### src/rtl/lock_pkg.sv
// lock_pkg: shared definitions for the serial pattern lock.
//   state_e    : FSM state encodings (IDLE=00, OPEN=01, LOCKOUT=10; 11 unused)
//   tmr_width  : width helper for the shared OPEN/LOCKOUT timer
//   TRY_W/TMR_W: widths for the default parameter set
package lock_pkg;

    typedef enum logic [1:0] {
        ST_IDLE    = 2'b00,
        ST_OPEN    = 2'b01,
        ST_LOCKOUT = 2'b10
    } state_e;

    localparam int DEF_MAX_TRIES   = 3;
    localparam int DEF_OPEN_CYC    = 8;
    localparam int DEF_LOCKOUT_CYC = 16;

    // Timer width for max(a,b); at least one bit so a 1-cycle period still builds.
    function automatic int tmr_width(input int a, input int b);
        int m;
        m = (a > b) ? a : b;
        return (m < 2) ? 1 : $clog2(m);
    endfunction

    localparam int TRY_W = $clog2(DEF_MAX_TRIES + 1);
    localparam int TMR_W = tmr_width(DEF_OPEN_CYC, DEF_LOCKOUT_CYC);

endpackage

### src/rtl/lock_timer.sv
// lock_timer: loadable down-counter shared by the OPEN and LOCKOUT periods.
//   clk, rst  : clock, synchronous active-high reset (count -> 0)
//   load      : load strobe, takes priority over counting
//   load_val  : value loaded on load
//   done      : high while the count is zero
module lock_timer #(
    parameter int W = 4
) (
    input  logic         clk,
    input  logic         rst,
    input  logic         load,
    input  logic [W-1:0] load_val,
    output logic         done
);

    localparam logic [W-1:0] ZERO = {W{1'b0}};
    localparam logic [W-1:0] ONE  = W'(1);

    logic [W-1:0] count_q;
    logic [W-1:0] count_d;

    // Next-count: load wins, otherwise count down and rest at zero.
    always_comb begin
        count_d = count_q;
        if (load) begin
            count_d = load_val;
        end else if (count_q != ZERO) begin
            count_d = count_q - ONE;
        end else begin
            count_d = count_q;
        end
    end

    // Count register.
    always_ff @(posedge clk) begin
        if (rst) begin
            count_q <= ZERO;
        end else begin
            count_q <= count_d;
        end
    end

    assign done = (count_q == ZERO);

endmodule

### src/rtl/code_lock_ctrl.sv
// code_lock_ctrl: serial pattern lock sequencer.
//   clk, rst    : clock, synchronous active-high reset
//   bit_in      : code bit, taken when bit_vld=1 in IDLE (first bit ends up MSB)
//   bit_vld     : qualifies bit_in
//   enter       : end-of-entry strobe, judges the current entry
//   unlock      : door release, OPEN_CYC cycles after a match
//   alarm       : high for LOCKOUT_CYC cycles once the try budget runs out
//   busy        : high in OPEN or LOCKOUT (inputs ignored)
//   tries_left  : remaining failed attempts before lockout
//   state_o     : 00 IDLE, 01 OPEN, 10 LOCKOUT
module code_lock_ctrl
    import lock_pkg::*;
#(
    parameter int                CODE_W      = 3,
    parameter logic [CODE_W-1:0] CODE        = 3'b110,
    parameter int                MAX_TRIES   = 3,
    parameter int                OPEN_CYC    = 8,
    parameter int                LOCKOUT_CYC = 16
) (
    input  logic                             clk,
    input  logic                             rst,
    input  logic                             bit_in,
    input  logic                             bit_vld,
    input  logic                             enter,
    output logic                             unlock,
    output logic                             alarm,
    output logic                             busy,
    output logic [$clog2(MAX_TRIES+1)-1:0]   tries_left,
    output logic [1:0]                       state_o
);

    localparam int TRY_BITS = $clog2(MAX_TRIES + 1);
    localparam int TMR_BITS = tmr_width(OPEN_CYC, LOCKOUT_CYC);
    localparam int CNT_BITS = $clog2(CODE_W + 1);

    localparam logic [TRY_BITS-1:0] TRIES_MAX = TRY_BITS'(MAX_TRIES);
    localparam logic [TRY_BITS-1:0] TRY_ONE   = TRY_BITS'(1);
    localparam logic [TRY_BITS-1:0] TRY_ZERO  = {TRY_BITS{1'b0}};
    localparam logic [CNT_BITS-1:0] CNT_FULL  = CNT_BITS'(CODE_W);
    localparam logic [CNT_BITS-1:0] CNT_ONE   = CNT_BITS'(1);
    localparam logic [CNT_BITS-1:0] CNT_ZERO  = {CNT_BITS{1'b0}};
    localparam logic [TMR_BITS-1:0] OPEN_LOAD = TMR_BITS'(OPEN_CYC - 1);
    localparam logic [TMR_BITS-1:0] LOCK_LOAD = TMR_BITS'(LOCKOUT_CYC - 1);

    logic [1:0]          state_q, state_d;
    logic [CODE_W-1:0]   sr_q, sr_d;
    logic [CNT_BITS-1:0] cnt_q, cnt_d;
    logic                ovf_q, ovf_d;
    logic                unlock_q, unlock_d;
    logic                alarm_q, alarm_d;
    logic                busy_q, busy_d;
    logic [TRY_BITS-1:0] tries_q, tries_d;

    logic                tmr_load_s;
    logic [TMR_BITS-1:0] tmr_val_s;
    logic                tmr_done_s;
    logic                match_s;

    // An entry is good only with exactly CODE_W bits and no extra bit seen.
    assign match_s = (cnt_q == CNT_FULL) && !ovf_q && (sr_q == CODE);

    lock_timer #(
        .W (TMR_BITS)
    ) u_timer (
        .clk      (clk),
        .rst      (rst),
        .load     (tmr_load_s),
        .load_val (tmr_val_s),
        .done     (tmr_done_s)
    );

    // FSM next-state, entry capture and output decode.
    always_comb begin
        state_d    = state_q;
        sr_d       = sr_q;
        cnt_d      = cnt_q;
        ovf_d      = ovf_q;
        unlock_d   = unlock_q;
        alarm_d    = alarm_q;
        busy_d     = busy_q;
        tries_d    = tries_q;
        tmr_load_s = 1'b0;
        tmr_val_s  = OPEN_LOAD;
        case (state_q)
            ST_IDLE: begin
                if (enter) begin
                    // A bit_vld arriving with enter is dropped; entry always clears.
                    sr_d  = {CODE_W{1'b0}};
                    cnt_d = CNT_ZERO;
                    ovf_d = 1'b0;
                    if (match_s) begin
                        state_d    = ST_OPEN;
                        unlock_d   = 1'b1;
                        busy_d     = 1'b1;
                        tries_d    = TRIES_MAX;
                        tmr_load_s = 1'b1;
                        tmr_val_s  = OPEN_LOAD;
                    end else if (tries_q > TRY_ONE) begin
                        tries_d = tries_q - TRY_ONE;
                    end else begin
                        state_d    = ST_LOCKOUT;
                        alarm_d    = 1'b1;
                        busy_d     = 1'b1;
                        tries_d    = TRY_ZERO;
                        tmr_load_s = 1'b1;
                        tmr_val_s  = LOCK_LOAD;
                    end
                end else if (bit_vld) begin
                    sr_d = {sr_q[CODE_W-2:0], bit_in};
                    if (cnt_q == CNT_FULL) begin
                        ovf_d = 1'b1;
                    end else begin
                        cnt_d = cnt_q + CNT_ONE;
                    end
                end else begin
                    state_d = ST_IDLE;
                end
            end
            ST_OPEN: begin
                if (tmr_done_s) begin
                    state_d  = ST_IDLE;
                    unlock_d = 1'b0;
                    busy_d   = 1'b0;
                end else begin
                    state_d = ST_OPEN;
                end
            end
            ST_LOCKOUT: begin
                if (tmr_done_s) begin
                    state_d = ST_IDLE;
                    alarm_d = 1'b0;
                    busy_d  = 1'b0;
                    tries_d = TRIES_MAX;
                end else begin
                    state_d = ST_LOCKOUT;
                end
            end
            default: begin
                // Unused encoding: fall back to a clean IDLE.
                state_d  = ST_IDLE;
                sr_d     = {CODE_W{1'b0}};
                cnt_d    = CNT_ZERO;
                ovf_d    = 1'b0;
                unlock_d = 1'b0;
                alarm_d  = 1'b0;
                busy_d   = 1'b0;
                tries_d  = TRIES_MAX;
            end
        endcase
    end

    // State and output registers.
    always_ff @(posedge clk) begin
        if (rst) begin
            state_q  <= ST_IDLE;
            sr_q     <= {CODE_W{1'b0}};
            cnt_q    <= CNT_ZERO;
            ovf_q    <= 1'b0;
            unlock_q <= 1'b0;
            alarm_q  <= 1'b0;
            busy_q   <= 1'b0;
            tries_q  <= TRIES_MAX;
        end else begin
            state_q  <= state_d;
            sr_q     <= sr_d;
            cnt_q    <= cnt_d;
            ovf_q    <= ovf_d;
            unlock_q <= unlock_d;
            alarm_q  <= alarm_d;
            busy_q   <= busy_d;
            tries_q  <= tries_d;
        end
    end

    assign unlock     = unlock_q;
    assign alarm      = alarm_q;
    assign busy       = busy_q;
    assign tries_left = tries_q;
    assign state_o    = state_q;

endmodule

### config.mk
export PLATFORM = sky130hd
export DESIGN_NAME = code_lock_ctrl
export DESIGN_NICKNAME = d
export VERILOG_FILES = /design/src/rtl/lock_pkg.sv /design/src/rtl/lock_timer.sv /design/src/rtl/code_lock_ctrl.sv
export SDC_FILE = /design/constraint.sdc
export NUM_CORES = 1
export LEC_CHECK = 0
export CAP_MARGIN = 40
export CORE_MARGIN = 2
export CORE_UTILIZATION = 40
export CTS_BUF_LIST = sky130_fd_sc_hd__clkbuf_4 sky130_fd_sc_hd__clkbuf_8
export DETAILED_ROUTE_END_ITERATION = 6
export SYNTH_ARGS = -nofsm -noshare
export SYNTH_HDL_FRONTEND = slang
export SYNTH_SLANG_ARGS = --single-unit
### constraint.sdc
create_clock -name clk -period 4.85 [get_ports clk]
set_input_delay 0.7275 -clock clk [delete_from_list [all_inputs] [get_ports clk]]
set_output_delay 0.7275 -clock clk [all_outputs]
set_load 0.005 [all_outputs]
# Word level (Yosys, flattened, before mapping)
# Cells that the tools add are included.
[word_totals]
regBits = 17
latch_bits = 0
ramBits = 0
rom_bits = 0
out_inout_bits = 7
memories = 0
[op_classes]
addsub = 3
multipliers = 0
div_mod_pow = 0
n_lt_le_gt_ge = 1
n_eq_ne = 17
shifts = 0
n_mux = 44
bitwise_logic = 3
reduce_logical = 16
[ops]
columns = ["op", "n"]
rows = [
  ["2-bit 2-to-1 mux", 12],
  ["4-bit 2-to-1 mux", 6],
  ["1-bit 2-to-1 mux", 16],
  ["3-bit inequality test, second input constant", 5],
  ["2-bit inequality test, second input constant", 6],
  ["2-bit case mux with 3 select lines", 2],
  ["3-bit AND reduction", 4],
  ["3-bit 2-to-1 mux", 2],
  ["1-bit case mux with 3 select lines", 2],
  ["3-bit case mux with 2 select lines", 1],
  ["5-bit AND reduction", 1],
  ["2-bit == test, second input constant", 2],
  ["4-bit zero test", 1],
  ["4-bit inequality test, second input constant", 1],
  ["1-bit case mux with 2 select lines", 2],
  ["2-bit case mux with 2 select lines", 1],
  ["2-bit AND reduction", 2],
  ["4-bit AND reduction", 1],
  ["4-bit nonzero test", 1],
  ["4-bit by 1-bit subtractor with 4-bit output, second input constant", 1],
  ["3-bit == test, second input constant", 1],
  ["1-bit inverter", 3],
  ["2-bit by 1-bit adder with 2-bit output, second input constant", 1],
  ["2-bit by 1-bit == test with 1-bit output, second input constant", 1],
  ["other kinds (8)", 9],
]

# Longest topological paths before layout
# Gate-level depths: netlist (run 1).
[depth]
ltp_word = 7
ltp_mapped = 7
mapped_depth_nobuf = 6

# Hierarchy
# From an unflattened synthesis (run 1), not the netlist that was laid out.
[hier_totals]
cells_unflattened = 109
area_unflattened_um2 = 959.7
[modules_own_cells]
columns = ["mod", "n_inst", "cells_each", "area_per_inst_um2"]
rows = [
  ["code_lock_ctrl", 1, 85, 730.7],
  ["lock_timer", 1, 24, 229.0],
]

# Worst setup path after synthesis (run 1)
# No wires, ideal clock.
[synth_path]
kind = "register to register"
start = "register state_q[0], in the netlist state_o[0]"
end = "register tries_q[1], in the netlist tries_left[1]"
setup_time_ns = 0.122
arrival_ns = 1.625
required_ns = 4.728
setup_slack_ns = 3.103
path_stages_with_launch = 8
period_less_slack_ns = 1.747
cell_sequence = "dfxtp_1 -> inv_1 -> ha_1 -> clkbuf_1 -> and2b_1 -> a211oi_4 -> nand2b_1 -> a221o_1"
[synth_via]
elab_chain_cells = 3
word_cells_on_any_way = 8
[synth_lines]
columns = ["element", "line_no", "source"]
rows = [
  ["from (decl)", "code_lock_ctrl.sv:45", "logic [1:0] state_q, state_d;"],
  ["from (signal assigned)", "code_lock_ctrl.sv:164", "state_q <= state_d;"],
  ["2-bit == test (tied with other cells)", "code_lock_ctrl.sv:84", "case (state_q)"],
  ["2-bit inequality test (no source line) or 1-bit inverter (tied branches)", "-", ""],
  ["3-bit AND reduction (no source line)", "-", ""],
  ["to (signal assigned)", "code_lock_ctrl.sv:171", "tries_q <= tries_d;"],
  ["to (decl)", "code_lock_ctrl.sv:52", "logic [TRY_BITS-1:0] tries_q, tries_d;"],
]
# Parallel ways exist; a longest one is shown, timed or not.
# A chain may end at the register's enable or synchronous reset.

# Worst setup path in the final report (run 1)
[layout_path]
start = "input enter"
end = "register tries_q[1], in the netlist tries_left[1]"
[layout_via]
elab_chain_cells = 2
[layout_lines]
columns = ["element", "line_no", "source"]
rows = [
  ["from (decl)", "code_lock_ctrl.sv:24", "input logic enter,"],
  ["2-bit inequality test (no source line)", "-", ""],
  ["3-bit AND reduction (no source line)", "-", ""],
]
# No other way between the ends.

==> results of run 1 <==
==> logic make-up after synthesis <==
family | count (synthesis) | share of synthesized area [%]
DFF | 17 | 36.1
AOI/OAI and AO/OA | 35 | 28.3
muxes | 1 | 1.06
xor gates and xnor gates | 2 | 1.86
buffers and inverters | 12 | 5.58
and+or+nand+nor | 30 | 17.8
adders and majority gates | 7 | 9.30
==> per-stage QoR <==
stage,util (%),instances,worst slack (ns)
2_1_floorplan,-,104,3.10
3_3_place_gp,48.1,139,2.49
3_5_place_dp,48.1,139,2.46
4_1_cts,49.4,143,2.78
5_1_grt,49.4,143,2.71
6_report,49.4,143,2.77
==> worst min-delay path by stage <==
stage	from	to	slack [ns]	cells after the start
finish	busy$_SDFFE_PP0P_	busy$_SDFFE_PP0P_	0.47	1
global route	busy$_SDFFE_PP0P_	busy$_SDFFE_PP0P_	0.50	1
CTS	busy$_SDFFE_PP0P_	busy$_SDFFE_PP0P_	0.49	1
detailed placement	busy$_SDFFE_PP0P_	busy$_SDFFE_PP0P_	0.46	1
global placement	busy$_SDFFE_PP0P_	busy$_SDFFE_PP0P_	0.45	1
floorplan	busy$_SDFFE_PP0P_	busy$_SDFFE_PP0P_	0.46	1
==> power breakdown <==
group | internal (mW) | switching, mW
logic | 0.0632 | 0.0767
clock network | 0.0307 | 0.0460
registers | 0.158 | 0.0142
total | 0.252 | 0.137
==> Yosys cell counts (2+ instances only) <==
cell,instances
dfxtp_1,17
inv_1,8
nor2_1,8
a21oi_1,7
ha_1,7
nand2_1,5
o21ai_0,5
a22oi_1,4
a211oi_1,3
a31oi_1,3
clkbuf_1,3
nand2b_1,3
nor3_1,3
a21o_1,2
and2_1,2
and3_1,2
==> metal layers <==
layer | share of wire [%] | vias to the layer above | global-route usage (%)
met5 | 0 | - | 0
met2 | 50 | 18 | 26.9
met1 | 45 | 369 | 18.0
met4 | 0.78 | 0 | 3.42
met3 | 4.2 | 2 | 6.00
li1 | - | 402 | -
==> flip-flops by register name, summed over array words and instances, names as in the netlist <==
register	flops
busy	1
unlock	1
sr_q	3
ovf_q	1
cnt_q	2
state_o	2
u_timer.count_q	4
tries_left	2
alarm	1
==> worst max-delay path: stages <==
cell and delay (ns):
clkdlybuf4s50_1 0.61, and2b_1 0.29, a211oi_4 0.28, nand2b_1 0.08, a221o_1 0.28
==> area by class of cell <==
type                       instances  area [µm²]  share of cell area [%]
tap                               28        35.0                    3.21
sequential                        17         340                    31.2
clock buffer                       3        22.5                    2.06
inverter                           8        30.0                    2.75
clock inverter                     1        5.00                   0.458
multi-input combinational         75         549                    50.3
timing repair buffer              11         110                    10.1
==> results.md, run 1 <==
- Run status: finished clean
- Placeable Area: 0.00221 mm²
- Max_slew headroom: 57.0%
- Synthesized area: 942 µm²
- Post-synth EDFFs: 0
- HPWL after DPL: 1.43 mm
- Post-CTS Hold Fix Bufs: 0
- Resize count post-CTS: 0
- Total routed wirelength: 1.91 mm
- Fin. Hold Viols: 0
- Initial core utilization: 42.6%
- Sequential share of the synthesized area: 36.1%
- Fraction of layout cells with a size suffix above 1: 8.70%
- Worst setup SP type: input pin
- Top FF cell, synth: dfxtp_1
- Clock sink count: 17
- Largest net degree at the start of global routing: 18
- Yosys reg bits: 17
- Worst setup endpoint: tries_left[1]$_SDFFE_PP1P_
- Clock Latency Late Sink: 0.29 ns
- Total leakage power: 0.440 nW
- Critical path class: in -> reg
- Pwr dens: 356 mW/mm²
- Worst hold margin: 0.474 ns
- Placer Congestion: 0.802
- Dominant cells by area after synthesis: dfxtp_1, ha_1, a21oi_1
- Mean Syn Cell Area: 9.06 µm²
- Cells after Synth: 104
- Site row count: 17
- Fin area: 0.00109 mm²
- Syn-to-layout area delta: 15.9%
- Htree depth: 1
- First-pass GRT wire length: 3.15 mm
- Die ar.: 0.00276 mm²
- Vias in the first global route: 721
- Nets@finish: 128
- Tcrit/Tclk final: 42.9%
- Peak Freq: 0.481 GHz
- DR WL/cell: 13.4 µm
- Drt pass-1 iters: 4
- Post-synth top area cell: dfxtp_1
- Worst path arrival time: 2.28 ns
- Most common cell after layout, fill and taps aside: dfxtp_1
- Root Buffer: clkbuf_4
- CTS max path bufs: 2
- CP Max Fanout: 8
- FF-to-FF setup slack: 3.00 ns
- Slew Viols, Final: 0
- Io pins: 12
- Distinct cell type count of the synthesized netlist: 38
- Peak VDD IR: 0.000223 V
- Total global routing overflow: 0
- Final setup vio count: 0
- N_diodes: 0
- Max cap viols: 0
- Vias per cell: 5.53
- Total CTS buffers: 3
- Fillers: 230
- GRT Overall Usage: 15.5%
- Post-synth top area share: 36.1%
- R2R cell count: 6
- Post-DP Area: 0.00106 mm²
- RSZ-0062 raised after global routing: false
- Port Buffers: 11
- Post-synth ARST share: 0%
- Die Ht: 52.5 µm
- Syn. warnings: 0
- Fin Clk Skew: 0.00864 ns
- Setup TNS: 0 ns
- Critical path launch point: enter
- Critical Path RT: 5.05 ns
- First-iteration detailed-routing DRC count: 21
- Total number of vias: 791
- Worst slew pin tran: 0.643 ns
- Capture point of the worst reg-to-reg path: tries_left[1]$_SDFFE_PP1P_
- Setup bufs post-CTS: 0
- Initial antenna violation count: 0
- Type of the tightest min-delay check: reg -> reg
- R2R Path Start: u_timer.count_q[0]$_SDFFE_PP0P_
- Antenna Nets Post-Route: 0
- CTS tree: done
- Die Wd: 52.5 µm
- Pwr Total: 0.389 mW
- Syn_nets: 116
- Period minus WS final: 2.08 ns
- Clock transition at path regs: 0.11 ns
- Most frequent cells in the layout: dfxtp_1, clkdlybuf4s50_1, inv_1, nor2_1
- Element type at the critical path end: flip-flop
- DR DRC count: 0
No activity file was read; power rests on OpenSTA's default activity.
==> run 2: changes to the inputs <==
==> constraint.sdc (replaced) <==
create_clock -name clk -period 1.7 [get_ports clk]
set_input_delay 0.255 -clock clk [delete_from_list [all_inputs] [get_ports clk]]
set_output_delay 0.255 -clock clk [all_outputs]
set_load 0.005 [all_outputs]
==> run 2 against run 1 <==
Against the previous run:
- register-to-register slack lost 3.0 ns
- worst hold slack improved by 0.011 ns
- cell count rose by 7.0%
- clock power rose to 3.0 times the previous value
- sequential share of layout area down 2.3 points
- global-route usage rose by 0.56 points
- critical path type is now reg -> reg
- critical endpoint unchanged
- setup slack lost 2.7 ns
- sequential power grew to 2.9 times the previous value
- largest cell class unchanged
==> results.md, run 2 (synthesis gave the netlist of run 1 again) <==
- Run status: finished clean
- Worst Hold Endpoint: busy$_SDFFE_PP0P_
- Post-Layout Cell Count: 153
- Antenna Nets Post-Route: 0
- Placer Congestion: 0.862
- Setup TNS: 0 ns
- Vias in the first global route: 781
- Pwr dens: 1060 mW/mm²
- Fraction of layout cells with a size suffix above 1: 23.2%
- Total global routing overflow: 0
- FF-to-FF setup slack: 0.04 ns
- Type of the tightest min-delay check: reg -> reg
- Peak VDD IR: 0.000764 V
- R2R cell count: 6
- Hold Path Cell Cnt: 1
- Clock sink count: 17
- Element type at the critical path end: flip-flop
- Critical path class: reg -> reg
- Peak Freq: 0.604 GHz
- Max cap viols: 0
- Site row count: 17
- Critical Path RT: 1.90 ns
- Capture point of the worst reg-to-reg path: tries_left[1]$_SDFFE_PP1P_
- Vias per cell: 5.47
- First-iteration detailed-routing DRC count: 15
- Total leakage power: 0.489 nW
- Worst slew pin tran: 0.334 ns
- RSZ-0062 raised after global routing: true
- Met2 usage: 27.5%
- Worst setup SP type: flip-flop
- Worst path arrival time: 1.85 ns
- First-pass GRT wire length: 3.27 mm
- Total CTS buffers: 3
- Total routed wirelength: 1.92 mm
- Hold Startpoint: busy$_SDFFE_PP0P_
- Die ar.: 0.00276 mm²
- Placed insts: 147
- Fin Clk Skew: 0.00579 ns
- Htree depth: 1
- GR Util met3: 5.43%
- Drt pass-1 iters: 4
- Most frequent cells in the layout: dfxtp_1, clkdlybuf4s50_1, buf_4, nor2_1, a21oi_1
- Die Ht: 52.5 µm
- Tcrit/Tclk final: 97.4%
- CTS tree: done
- Initial antenna violation count: 0
- Most common cell after layout, fill and taps aside: dfxtp_1
- Largest Register: u_timer.count_q
- Post-CTS Hold Fix Bufs: 0
- Syn-to-layout area delta: 28.0%
- Die Wd: 52.5 µm
- Initial core utilization: 42.6%
- Fillers: 205
- Layer with the highest usage: met2
- Root Buffer: clkbuf_4
- Placeable Area: 0.00221 mm²
- CTS max path bufs: 2
- HPWL after DPL: 1.48 mm
- Final setup vio count: 0
- Final core utilization: 54.5%
- Worst hold margin: 0.485 ns
- Io pins: 12
- Nets@finish: 138
- Slew Viols, Final: 0
- Grt met1 use: 19.3%
- GRT Overall Usage: 16.1%
- Regs by FF count: u_timer.count_q (4), sr_q (3)
- Post-DP Area: 0.00113 mm²
- Max_slew headroom: 77.5%
- N_diodes: 0
- Max FFs per register: 4
- Fin area: 0.00121 mm²
- Fin. Hold Viols: 0
- Total number of vias: 837
- DR WL/cell: 12.6 µm
- Clock Latency Late Sink: 0.30 ns
- CP Max Fanout: 3
- Port Buffers: 11
- Clock transition at path regs: 0.11 ns
- DR DRC count: 0
- R2R Path Start: u_timer.count_q[1]$_SDFFE_PP0P_
- Largest net degree at the start of global routing: 18
- Period minus WS final: 1.66 ns
[run 2: power by group]
group / switching, mW / internal [mW]
sequential: 0.0404 / 0.454
combinational: 0.254 / 0.293
clock: 0.143 / 0.0898
total: 0.438 / 0.838
[run 2: final cells by class]
cell class | count | area, µm² | share of cell area [%]
flip-flops and latches | 17 | 348 | 28.8
multi-input cells | 75 | 571 | 47.3
repair buffers | 21 | 193 | 16.0
well taps | 28 | 35.0 | 2.90
clock inverters | 1 | 7.51 | 0.622
clock buffers | 3 | 22.5 | 1.87
inverters | 8 | 30.0 | 2.49
[run 2: stage by stage]
stage          setup slack [ns]  power [mW]
4_1_cts                  0.0229        1.29
5_1_grt                 -0.0520        1.38
2_1_floorplan            0.0185       0.848
3_3_place_gp            0.00298       0.948
3_5_place_dp            -0.0273       0.956
6_report                 0.0446        1.28
[run 2: critical path: stages (launching register included)]
cell and delay [ns]:
dfxtp_2 0.34, inv_2 0.07, ha_4 0.13, or3b_4 0.40, a211oi_4 0.24, nand2b_1 0.09, a221o_1 0.28
[run 2: worst max-delay path by stage]
stage	from	end	slack (ns)	depth (start not counted)
detailed placement	u_timer.count_q[1]$_SDFFE_PP0P_	alarm$_SDFFE_PP0P_	-0.03	7
CTS	u_timer.count_q[1]$_SDFFE_PP0P_	tries_left[1]$_SDFFE_PP1P_	0.02	6
global placement	u_timer.count_q[0]$_SDFFE_PP0P_	alarm$_SDFFE_PP0P_	0.003	7
finish	u_timer.count_q[1]$_SDFFE_PP0P_	tries_left[1]$_SDFFE_PP1P_	0.04	6
floorplan	state_o[0]$_SDFFE_PP0P_	tries_left[1]$_SDFFE_PP1P_	0.02	7
global route	u_timer.count_q[1]$_SDFFE_PP0P_	tries_left[1]$_SDFFE_PP1P_	-0.05	6
[run 2: layer usage]
| layer | wire length, µm | part of all wire, % |
|---|---|---|
| met1 | 872 | 45 |
| met2 | 962 | 50 |
| met3 | 76 | 4.0 |
| met4 | 9 | 0.47 |
| met5 | 0 | 0 |
[run 2: what timing repair did]
item / 4_1_cts / 5_1_grt
buffers inserted: 2 / 0
pin swaps: 2 / 2
endpoints found under the setup margin: 4 / 5
resized for setup: 8 / 4
==> variant 1: new RTL, config.mk and constraints of run 2 <==
Add an input register stage for `bit_in`, `bit_vld` and `enter`, without a reset; this delays them by one clock.
--- a/src/rtl/code_lock_ctrl.sv
+++ b/src/rtl/code_lock_ctrl.sv
@@ -42,6 +42,16 @@
     localparam logic [TMR_BITS-1:0] OPEN_LOAD = TMR_BITS'(OPEN_CYC - 1);
     localparam logic [TMR_BITS-1:0] LOCK_LOAD = TMR_BITS'(LOCKOUT_CYC - 1);
 
+    logic bit_q;
+    logic bit_vld_q;
+    logic enter_q;
+
+    always_ff @(posedge clk) begin
+        bit_q     <= bit_in;
+        bit_vld_q <= bit_vld;
+        enter_q   <= enter;
+    end
+
     logic [1:0]          state_q, state_d;
     logic [CODE_W-1:0]   sr_q, sr_d;
     logic [CNT_BITS-1:0] cnt_q, cnt_d;
@@ -83,7 +93,7 @@
         tmr_val_s  = OPEN_LOAD;
         case (state_q)
             ST_IDLE: begin
-                if (enter) begin
+                if (enter_q) begin
                     // A bit_vld arriving with enter is dropped; entry always clears.
                     sr_d  = {CODE_W{1'b0}};
                     cnt_d = CNT_ZERO;
@@ -105,8 +115,8 @@
                         tmr_load_s = 1'b1;
                         tmr_val_s  = LOCK_LOAD;
                     end
-                end else if (bit_vld) begin
-                    sr_d = {sr_q[CODE_W-2:0], bit_in};
+                end else if (bit_vld_q) begin
+                    sr_d = {sr_q[CODE_W-2:0], bit_q};
                     if (cnt_q == CNT_FULL) begin
                         ovf_d = 1'b1;
                     end else begin
Formal check against the unedited RTL: not equivalent (a bounded check fails within 4 cycles, from zero or initial values and one cycle with rst high).
==> variant 1 against run 2 <==
- worst setup slack got worse by 35 ps
- via count did not move
- maximum frequency fell by 2.1%
- global-route usage rose by 0.78 points
- critical path type unchanged
- power rose by 5.9%
- highest routed layer unchanged
- synthesized area rose by 2.0%
- final cell count rose by 1.3%
- wire length rose by 4.7%
- sequential cell count rose by 3
- final area fell by 0.62%
==> variant 1: results (changes against run 2) <==
| Metric | Value |
|---|---|
| Gp weighted congestion | 0.775 (-10%) |
| Wirelength per Cell | 13.0 um (+3.4%) |
| Sequential share of the synthesized area | 41.7% (+5.5 points) |
| HP Class | primary input to flop |
| Post-synthesis adder-cell area fraction | 9.11% (-0.18 points) |
| Vias/cell | 5.40 (-1.3%) |
| XOR/XNOR share of the synthesized area | 1.82% (-0.036 points) |
| Syn_nets | 123 (+6.0%) |
| Overall routing resource usage | 16.9% (+0.78 points) |
| Largest net degree at the start of global routing | 12 (-6) |
| Status | completed |
| Crit Path Max Fanout | 5 (+2) |
| Share of layout cells above drive strength 1 | 16.5% (-6.7 points) |
| Dpl hpwl | 1540 um (+4.0%) |
| Mux share of post-synthesis cell area | 2.08% (+1.0 points) |
| Layout Nets | 140 (+1.4%) |
| Slew HR | 77.1% (-0.36 points) |
| Critical path's slowest cell | or3_4 |
| VDD IR-drop max | 0.000556 V (-27%) |
| Synth Area in Compound Gates | 22.5% (-5.8 points) |
| Family with the most delay on the worst path | simple AND/OR/NAND/NOR gates |
| Top cells by area, synth | dfxtp_1, ha_1, a21oi_1, o21ai_0, a22oi_1 |
| Cell variety after synth | 34 (-11%) |
| LEAKAGE | 0.490 nW (+0.34%) |
| Clk root buf | clkbuf_4 |
| Placed cells | 150 (+2.0%) |
| Synth cell count leaders | dfxtp_1, a21oi_1, o21ai_0 |
| Clock Skews | 9.50 ps (+3.71 ps) |
| R2R Setup Slk | 9 ps (-40 ps) |
| Number of global-route vias before repair | 800 (+2.4%) |
| Mapped Cells | 111 (+6.7%) |
| First-pass GRT wire length | 3420 um (+4.6%) |
| Cell Area, Placed | 1120 sq um (-0.55%) |
==> variant 1: worst paths after layout <==
path	to	depth (start not counted)	from
max reg2reg	alarm	6	u_timer.count_q[1]
min reg2reg	sr_q[0]	2	bit_q
min	bit_vld_q	1	bit_vld
max	alarm	6	u_timer.count_q[1]
==> variant 1: logic make-up (layout without fill, tap and decap cells) <==
| kind of cell | count (synthesis) | after routing |
|---|---|---|
| mux | 2 | 2 |
| fa+ha+maj | 7 | 7 |
| simple gates | 31 | 31 |
| compound gates | 36 | 36 |
| flops | 20 | 20 |
| buf+inv | 13 | 29 |
| xor+xnor | 2 | 2 |
==> variant 1: final cells by class <==
| type | count | area (sq um) |
|---|---|---|
| Multi-Input combinational cell | 78 | 539 |
| Inverter | 8 | 30.0 |
| Clock buffer | 4 | 36.3 |
| Fill cell | 226 | 1030 |
| Timing Repair Buffer | 17 | 155 |
| Sequential cell | 20 | 403 |
| Tap cell | 28 | 35.0 |
==> variant 1: stage by stage <==
stage	total power [mW]	hold slack [ps]	setup slack (ps)
2_1_floorplan	0.874	283	87.2
3_3_place_gp	0.994	454	36.1
3_5_place_dp	1.01	467	-12.9
4_1_cts	1.31	378	-15.1
5_1_grt	1.44	377	-63.1
6_report	1.35	386	9.19
==> variant 1: per-layer routing <==
layer | track usage, % | share of wire (%)
met1 | 21.5 | 50
met2 | 26.9 | 45
met5 | 0 | 0
met3 | 3.95 | 2.7
met4 | 7.69 | 1.6
==> variant 1: where the power goes <==
part | switching [mW] | internal, mW
clock network | 0.148 | 0.131
registers | 0.0506 | 0.533
logic | 0.232 | 0.257
total | 0.431 | 0.920
==> variant 1: worst register-to-register path, cell delays in order (launching register included) <==
cell and delay [ps]:
dfxtp_2 350, inv_2 70, ha_4 130, or3b_4 380, a21o_1 210, or3_4 400, a21oi_2 110
==> variant 1: timing repair <==
item                       4_1_cts  5_1_grt
buffers inserted                 0        1
resized for setup                2       11
setup endpoints to repair        2       10
pin swaps                        1        4
==> variant 2: new RTL, flow settings as in run 2 <==
Without the edit above. The parameter `OPEN_CYC` goes from 8 to 7.
--- a/src/rtl/code_lock_ctrl.sv
+++ b/src/rtl/code_lock_ctrl.sv
@@ -14,7 +14,7 @@
     parameter int                CODE_W      = 3,
     parameter logic [CODE_W-1:0] CODE        = 3'b110,
     parameter int                MAX_TRIES   = 3,
-    parameter int                OPEN_CYC    = 8,
+    parameter int                OPEN_CYC    = 7,
     parameter int                LOCKOUT_CYC = 16
 ) (
     input  logic                             clk,
Formal check against the unedited RTL: no difference found for any inputs over 10 cycles, from zero or initial values and one cycle with rst high; that may be too few to reach the edited logic, so the function may still have changed.
==> variant 2 against run 2 <==
- wire length increased by 0.83%
- sequential cell count unchanged
- worst setup slack improved by 1.3 ps
- highest routed layer unchanged
- final area increased by 2.6%
- synthesized cell count increased by 1.9%
- largest cell class unchanged
- synthesized area increased by 0.93%
- power increased by 5.0%
- combinational power increased by 12%
==> variant 2: results (changes against run 2) <==
| Metric | Value |
|---|---|
| Status | completed |
| Initial DRC Count | 7 (-8) |
| Ys async rst share | 0% (unchanged) |
| Largest net degree at the start of global routing | 14 (-4) |
| Crit Reg-Reg Endpoint | tries_left[1] |
| Top cells by area, synth | dfxtp_1, ha_1, nor2_1, a21oi_1, a22oi_1 |
| R2R Setup Slk | between 40 and 50 ps |
| N_diodes | 0 (unchanged) |
| DP Worst Slack | -48.5 ps (-21.2 ps) |
| Met1 Track Usage GR | 22.6% (+3.4 points) |
| Critical path launch point type | flop |
| Grt met3 use | 1.71% (-3.7 points) |
| Worst r2r src | u_timer.count_q[1] |
| Reg clk slew, reported paths | 90 ps (-20 ps) |
| Biggest regs | u_timer.count_q (4), sr_q (3) |
| Share of layout cells above drive strength 1 | 23.8% (+0.65 points) |
| Top sig layer | met4 |
| Worst Hold End | busy |
| Avg Cell Area, Syn | 8.97 sq um (-0.97%) |
| CTS H-tree depth | 1 (unchanged) |
| Gp weighted congestion | 0.826 (-4.2%) |
| Number of global-route vias before repair | 789 (+1.0%) |
| WL final | 1940 um (+0.83%) |
| Main synth FF type | dfxtp_1 |
| First-pass GRT wire length | 3370 um (+3.0%) |
| Syn_nets | 118 (+1.7%) |
| Clk root buf | clkbuf_4 |
| GRT met2 Usage | 26.5% (-1.0 points) |
| LEAKAGE | 0.513 nW (+4.9%) |
| Family with the most delay on the worst path | compound AO/OA/AOI/OAI gates |
| Vias/cell | 5.22 (-4.7%) |
| R2R cell count | 6 (unchanged) |
| Met3 WL post-DR | 33 um (-57%) |
| Slew HR | 67.7% (-9.9 points) |
| Slowest Stage Delay on Critical Path | between 400 and 500 ps |
| M1 WL | 988 um (+13%) |
| Overall routing resource usage | 16.7% (+0.61 points) |
| DR pass1 iterations | 4 (unchanged) |
| Cell variety after synth | 38 (unchanged) |
| Synth cell count leaders | dfxtp_1, nor2_1, inv_1 |
| Non-filler cells, final | 158 (+3.3%) |
| Sequential share of the synthesized area | 35.8% (-0.33 points) |
| Critical path's slowest cell | or3b_4 |
| CTS max path bufs | 2 (unchanged) |
| Clock Skews | 4.50 ps (-1.29 ps) |
| Fin. Hold Viols | 0 (unchanged) |
| Arrival time worst endpoint | 1850 ps (about the same) |
| Layout Nets | 143 (+3.6%) |
| Met2 wire length | 890 um (-7.5%) |
| Hold path cells | 1 (unchanged) |
| Max Cap Viol | 0 (unchanged) |
| Placed cells | 151 (+2.7%) |
| Clk Latency, worst-skew pair | slightly below 300 ps |
| Total CTS buffers | 3 (unchanged) |
| Syn. warnings | 0 (unchanged) |
| Hold Path Origin | busy |
| Initial antenna violation count | 0 (unchanged) |
| # port buffers | 11 (unchanged) |
| VDD IR-drop max | 0.000642 V (-16%) |
| Dpl hpwl | 1470 um (-0.75%) |
[variant 2: timing repair]
item,CTS,global route
resized for setup,7,5
endpoints found under the setup margin,3,5
hold endpoints to repair,0,0
hold buffers,0,0
pin swaps,3,4
setup buffers,2,1
[variant 2: worst max path at each step]
| stage | endpoint | slack, ps | cells after the start |
|---|---|---|---|
| floorplan | tries_left[1] | 20 | 6 |
| global placement | alarm | 10 | 7 |
| detailed placement | tries_left[1] | -50 | 6 |
| CTS | tries_left[1] | 7 | 6 |
| global route | alarm | -10 | 7 |
| finish | tries_left[1] | 50 | 6 |
[variant 2: report_power, final]
group / internal [mW] / switching [mW] / total [mW]
registers: 0.457 / 0.0390 / 0.496
logic: 0.337 / 0.275 / 0.612
clock network: 0.107 / 0.124 / 0.232
total: 0.901 / 0.438 / 1.34
[variant 2: logic make-up (layout without fill, tap and decap cells)]
group           after synthesis  in the layout  synth area share [%]
xor+xnor                      2              2                  1.84
mux                           2              2                  2.11
compound gates               34             34                  25.9
fa+ha+maj                     7              7                  9.21
buf+inv                      13             37                  7.10
simple gates                 31             31                  18.0
flops                        17             17                  35.8
[variant 2: area by class of cell]
class	count	area, sq um
Fill cell	229	996
Sequential cell	17	344
Clock buffer	4	30.0
Timing Repair Buffer	25	219
Multi-Input combinational cell	76	579
Tap cell	28	35.0
Inverter	8	30.0
[variant 2: through the flow]
step | hold slack (ps) | area, sq um | total power, mW
after floorplan | 403 | 951 | 0.873
after global placement | 451 | 1140 | 1.01
after detailed placement | 457 | 1140 | 1.02
after CTS | 487 | 1200 | 1.31
after global routing | 507 | 1240 | 1.45
final | 482 | 1240 | 1.34
